## src/rtl/fwd_pkg.sv

```systemverilog
// Shared definitions for the EX-stage operand forwarding controller:
// select encodings and the per-stage destination tags.
package fwd_pkg;

    localparam int unsigned REG_ADDR_W = 3;

    localparam logic [1:0] FWD_RF    = 2'b00;
    localparam logic [1:0] FWD_EXMEM = 2'b01;
    localparam logic [1:0] FWD_MEMWB = 2'b10;
    localparam logic [1:0] FWD_WBRET = 2'b11;

    typedef struct packed {
        logic                  v;
        logic [REG_ADDR_W-1:0] rd;
        logic                  wr;
        logic                  ld;
    } stage_tag_t;

    // MEM and WB never need the load flag: loads there forward without stalling.
    typedef struct packed {
        logic                  v;
        logic [REG_ADDR_W-1:0] rd;
        logic                  wr;
    } fwd_tag_t;

endpackage

```

## src/rtl/fwd_match_prio.sv

```systemverilog
// Compares one source operand against the EX/MEM/WB destination tags and
// picks the forwarding select; the nearest producing stage wins.
module fwd_match_prio #(
    parameter int unsigned REG_ADDR_W  = fwd_pkg::REG_ADDR_W,
    parameter bit          ZERO_REG_EN = 1'b1
) (
    input  logic [REG_ADDR_W-1:0] rs,
    input  logic                  used,
    input  logic                  ex_v,
    input  logic                  ex_wr,
    input  logic [REG_ADDR_W-1:0] ex_rd,
    input  logic                  mem_v,
    input  logic                  mem_wr,
    input  logic [REG_ADDR_W-1:0] mem_rd,
    input  logic                  wb_v,
    input  logic                  wb_wr,
    input  logic [REG_ADDR_W-1:0] wb_rd,
    output logic                  hit_ex,
    output logic [1:0]            sel
);
    import fwd_pkg::*;

    logic rs_zero;
    logic hit_mem;
    logic hit_wb;

    always_comb begin
        rs_zero = ZERO_REG_EN && (rs == '0);
        hit_ex  = ex_v  & ex_wr  & used & (ex_rd  == rs) & !rs_zero;
        hit_mem = mem_v & mem_wr & used & (mem_rd == rs) & !rs_zero;
        hit_wb  = wb_v  & wb_wr  & used & (wb_rd  == rs) & !rs_zero;

        sel = FWD_RF;
        if (hit_ex)       sel = FWD_EXMEM;
        else if (hit_mem) sel = FWD_MEMWB;
        else if (hit_wb)  sel = FWD_WBRET;
    end

endmodule

```

## src/rtl/fwd_sel_ctrl.sv

```systemverilog
// Forwarding/hazard controller: tracks in-flight destinations, registers the
// EX operand-mux selects as each instruction enters EX, and flags load-use stalls.
module fwd_sel_ctrl #(
    parameter int unsigned REG_ADDR_W  = fwd_pkg::REG_ADDR_W,
    parameter bit          ZERO_REG_EN = 1'b1
) (
    input  logic                  clk,
    input  logic                  rst_n,
    input  logic                  id_valid,
    input  logic [REG_ADDR_W-1:0] id_rs1,
    input  logic                  id_rs1_used,
    input  logic [REG_ADDR_W-1:0] id_rs2,
    input  logic                  id_rs2_used,
    input  logic [REG_ADDR_W-1:0] id_rd,
    input  logic                  id_reg_write,
    input  logic                  id_is_load,
    input  logic                  pipe_hold,
    input  logic                  flush,
    output logic [1:0]            fwd_sel_a,
    output logic [1:0]            fwd_sel_b,
    output logic                  load_use_stall,
    output logic                  ex_valid
);
    import fwd_pkg::*;

    stage_tag_t ex_q;
    fwd_tag_t   mem_q;
    fwd_tag_t   wb_q;

    logic [1:0] sel_a_nxt;
    logic [1:0] sel_b_nxt;
    logic       hit_ex_a;
    logic       hit_ex_b;
    logic       issue;

    fwd_match_prio #(
        .REG_ADDR_W (REG_ADDR_W),
        .ZERO_REG_EN(ZERO_REG_EN)
    ) u_prio_a (
        .rs    (id_rs1),
        .used  (id_rs1_used),
        .ex_v  (ex_q.v),
        .ex_wr (ex_q.wr),
        .ex_rd (ex_q.rd),
        .mem_v (mem_q.v),
        .mem_wr(mem_q.wr),
        .mem_rd(mem_q.rd),
        .wb_v  (wb_q.v),
        .wb_wr (wb_q.wr),
        .wb_rd (wb_q.rd),
        .hit_ex(hit_ex_a),
        .sel   (sel_a_nxt)
    );

    fwd_match_prio #(
        .REG_ADDR_W (REG_ADDR_W),
        .ZERO_REG_EN(ZERO_REG_EN)
    ) u_prio_b (
        .rs    (id_rs2),
        .used  (id_rs2_used),
        .ex_v  (ex_q.v),
        .ex_wr (ex_q.wr),
        .ex_rd (ex_q.rd),
        .mem_v (mem_q.v),
        .mem_wr(mem_q.wr),
        .mem_rd(mem_q.rd),
        .wb_v  (wb_q.v),
        .wb_wr (wb_q.wr),
        .wb_rd (wb_q.rd),
        .hit_ex(hit_ex_b),
        .sel   (sel_b_nxt)
    );

    // Stall depends only on ID and EX contents, so it stays visible while frozen.
    always_comb begin
        load_use_stall = id_valid & !flush & ex_q.v & ex_q.ld & ex_q.wr &
                         (hit_ex_a | hit_ex_b);
        issue          = id_valid & !flush & !load_use_stall;
    end

    always_ff @(posedge clk) begin
        if (!rst_n) begin
            ex_q      <= '0;
            mem_q     <= '0;
            wb_q      <= '0;
            fwd_sel_a <= FWD_RF;
            fwd_sel_b <= FWD_RF;
        end else if (!pipe_hold) begin
            mem_q <= '{v: ex_q.v, rd: ex_q.rd, wr: ex_q.wr};
            wb_q  <= mem_q;
            if (issue) begin
                ex_q      <= '{v: 1'b1, rd: id_rd, wr: id_reg_write, ld: id_is_load};
                fwd_sel_a <= sel_a_nxt;
                fwd_sel_b <= sel_b_nxt;
            end else begin
                ex_q      <= '0;
                fwd_sel_a <= FWD_RF;
                fwd_sel_b <= FWD_RF;
            end
        end
    end

    assign ex_valid = ex_q.v;

endmodule

```

## config.mk

```make
export PLATFORM = sky130hd
export DESIGN_NAME = fwd_sel_ctrl
export DESIGN_NICKNAME = d
export VERILOG_FILES = /design/src/rtl/fwd_pkg.sv /design/src/rtl/fwd_match_prio.sv /design/src/rtl/fwd_sel_ctrl.sv
export SDC_FILE = /design/constraint.sdc
export NUM_CORES = 1
export LEC_CHECK = 0
export CAP_MARGIN = 0
export CORE_MARGIN = 3
export CORE_UTILIZATION = 25
export CTS_CLUSTER_DIAMETER = 80
export CTS_CLUSTER_SIZE = 10
export DETAILED_ROUTE_END_ITERATION = 16
export PLACE_DENSITY_LB_ADDON = 0.3
export SYNTH_ARGS = -nofsm -noshare
export SYNTH_HDL_FRONTEND = slang
export SYNTH_SLANG_ARGS = --single-unit
```

## constraint.sdc

```tcl
create_clock -name clk -period 2.5 [get_ports clk]
set_input_delay 0.5 -clock clk [delete_from_list [all_inputs] [get_ports clk]]
set_output_delay 0.5 -clock clk [all_outputs]
set_load 0.01 [all_outputs]
```

==> impl_results.md <==
- Setup TNS: 0 ns
- Pint: 0.000589 W
- Post-DR wirelength/cell: 13.2 um
- I/O Buffers: 23
- CTS Sinks: 20
- Tcrit/Tclk final: 96.4%
- CP Class: primary input to output pin
- Worst Path Arrival: 1.91 ns
- Chip Width: 72.4 um
- Die area: 0.00524 sq mm
- Syn_nets: 132
- First-pass GRT wire length: 4410 um
- Initial antenna violation count: 0
- Critical R2R Capture: fwd_sel_a[0]
- Maximum VDD drop: 0.281 mV
- DRC viols: 0
- Worst path max stage delay: 0.35 ns
- Max Buffers Root-to-Sink: 2
- Gp weighted congestion: 0.882
- Core Rows: 23
- Psw: 0.000146 W
- Hold depth: 1
- Max_cap viols: 0
- Setup Viol. Count Final: 0
- RSZ-0062 raised after global routing: false
- Starting Density: 26.8%
- ANT nets after route: 0
- Core box area: 0.00412 sq mm
- Crit-path slowest cell: or3b_1
- Pin count of the biggest net entering global routing: 14
- Pins over their slew limit: 0
- Worst skew pair latency: 0.25 ns
- Post-route minimum period: 2.41 ns
- Total GRT Usage: 10.7%
- Synthesized area per cell: 9.66 sq um
- Slew @ Worst Pin: 0.407 ns
- R2r worst-path depth: 8
- Mapped Area: 0.00110 sq mm
- DP HPWL: 2000 um
- Highest Clock Rate: 415 MHz
- DR vias/cell: 4.73
- Share of layout cells above drive strength 1: 18.1%
- Pre-CTS setup slack: -0.638 ns
- Setup Skew: 0.00214 ns
- P&R area growth vs syn: 35.3%
- Reg clk slew, reported paths: 0.07 ns
- Critical path capture point type: output pin
- Iter 0 DRT Violations: 40
- Hold WC Path Type: register to register
- Vias in the first global route: 936
- Final Routed Wirelength: 2570 um
- Run status: finished, final reports clean
- H-tree levels: 1
- Primary FF master, synth: dfxtp_1
- M1 WL: 1180 um
- Crit path to: load_use_stall
- CTS Buf Count: 3
- Comb power frac: 12.2%
- Gr ovfl total: 0
- Clock root cell: clkbuf_8
- Post-synth EDFFs: 0
- Die height: 72.4 um
- Via count: 918
- Crit path from: id_rs2[2]
- Worst reg2reg startpoint: ex_q[3]
- Synth Warn #: 0
- Met2 wire length: 1240 um
- Flop pwr share: 44.7%
- Ports: 24
- Post-CTS Hold Fix Bufs: 0
- Relative slew margins: 72.8%
- Asr flop ratio synth: 0%
- R2R setup slack: 0.33 ns
- Final Hold Vio Count: 0
- Unique masters post-synth: 31
- Sequential share of the synthesized area: 36.4%
- Layout Nets: 163
- Antenna Cells: 0
- CP max FO: 2
- Mapped Cells: 114
- Final worst slack: 0.0902 ns
- Top sig layer: met4
- CP Cell Sequence: dlygate4sd2_1, or3b_1, a211o_1, a21oi_2, o2111ai_2, nor2_1, buf_2
- Worst setup SP type: primary input
- Met3 routed WL: 112 um
- DR pass1 iterations: 4
- Leakage: 0.568 nW
- PwrDens: 493 mW/mm^2
- CP required: 2.00 ns
- Synth Register Bits: 20
- CTS tree: built
- Switch share: 19.8%
- Clock Power Share: 43.1%
==> cell usage in the layout (no fill, tap or decap), drive strengths merged <==
master,n
a41o,2
a211o,2
clkdlybuf4s15,1
nor2b,11
o31ai,2
nand2b,2
nand2,3
or3,1
bufinv,1
and3,1
buf,14
nor3b,2
or3b,2
xnor2,10
nor2,3
nand4,4
clkdlybuf4s50,18
a21oi,5
and4b,1
dlygate4sd2,1
o2111ai,1
clkbuf,5
a22o,9
nor4,1
and2,2
dfxtp,20
xor2,4
a22oi,1
mux2i,10
nand3,5
==> cell usage after synthesis (3+ instances only) <==
| cell type | number | area [sq um] |
|---|---|---|
| clkbuf_1 | 3 | 11.3 |
| nand2_1 | 3 | 11.3 |
| nor2_1 | 3 | 11.3 |
| nand4_1 | 4 | 25.0 |
| nor2b_1 | 11 | 68.8 |
| a21oi_1 | 3 | 15.0 |
| xor2_1 | 4 | 35.0 |
| a22o_1 | 9 | 78.8 |
| dfxtp_1 | 20 | 400 |
| mux2i_1 | 10 | 100 |
| xnor2_1 | 10 | 87.6 |
| nand3_1 | 5 | 25.0 |
==> registers in the layout (all words and copies together), names as in the netlist <==
register	cells
mem_q	5
ex_q	5
fwd_sel_b	2
wb_q	5
ex_valid	1
fwd_sel_a	2
==> timing repair <==
item                       4_1_cts  5_1_grt
setup endpoints to repair        1        1
buffers inserted                 1        0
gates resized for setup         10        3
hold endpoints to repair         0        0
pin swaps                        8        7
==> worst min-delay path by stage <==
stage	to	from
global placement	fwd_sel_a[0]	fwd_sel_a[0]
CTS	fwd_sel_a[1]	fwd_sel_a[1]
floorplan	ex_q[0]	ex_q[0]
finish	fwd_sel_b[1]	fwd_sel_b[1]
global route	fwd_sel_b[0]	fwd_sel_b[0]
detailed placement	fwd_sel_a[1]	fwd_sel_a[1]
==> metal layers <==
layer  vias to the layer above  global-route usage, %
met4                         0                   2.51
met5                         -                      0
met3                         2                   2.77
met1                       429                   13.5
li1                        470                      -
met2                        17                   18.0
==> worst max-delay path: cells and delay by family <==
kind,cells,cell delay (ns)
buffers and inverters,2,0.34
AO/OA/AOI/OAI,3,0.60
AND/OR/NAND/NOR,2,0.47
==> kinds of logic after synthesis <==
group	synth area share [%]
simple gates	21.2
compound gates	17.0
flops	36.4
xor+xnor	11.1
mux	9.09
buf+inv	5.11
==> layout make-up <==
| class | instances | area [sq um] |
|---|---|---|
| multi-input cells | 84 | 644 |
| clock inverters | 1 | 30.0 |
| clock buffers | 3 | 41.3 |
| well taps | 50 | 62.6 |
| repair buffers | 36 | 312 |
| fillers | 428 | 2630 |
| flip-flops and latches | 20 | 400 |
==> power groups by stage <==
| stage | clock, W | combinational, W | sequential [W] |
|---|---|---|---|
| global placement | 0 | 0.0000901 | 0.000336 |
| detailed placement | 0 | 0.0000916 | 0.000336 |
| finish | 0.000317 | 0.0000900 | 0.000328 |
| CTS | 0.000327 | 0.0000908 | 0.000328 |
| floorplan | 0 | 0.0000474 | 0.000334 |
| global route | 0.000342 | 0.0000976 | 0.000329 |
==> through the flow <==
stage          cells  util (%)  power, W  area [sq um]  hold WS (ns)
2_1_floorplan    114         -  0.000381          1100         0.468
3_3_place_gp     189      34.7  0.000426          1430         0.470
3_5_place_dp     189      34.7  0.000428          1430         0.466
4_1_cts          194      36.4  0.000746          1500         0.488
5_1_grt          194      36.2  0.000769          1490         0.521
6_report         194      36.2  0.000735          1490         0.486
No activity file was read; power rests on OpenSTA's default activity.
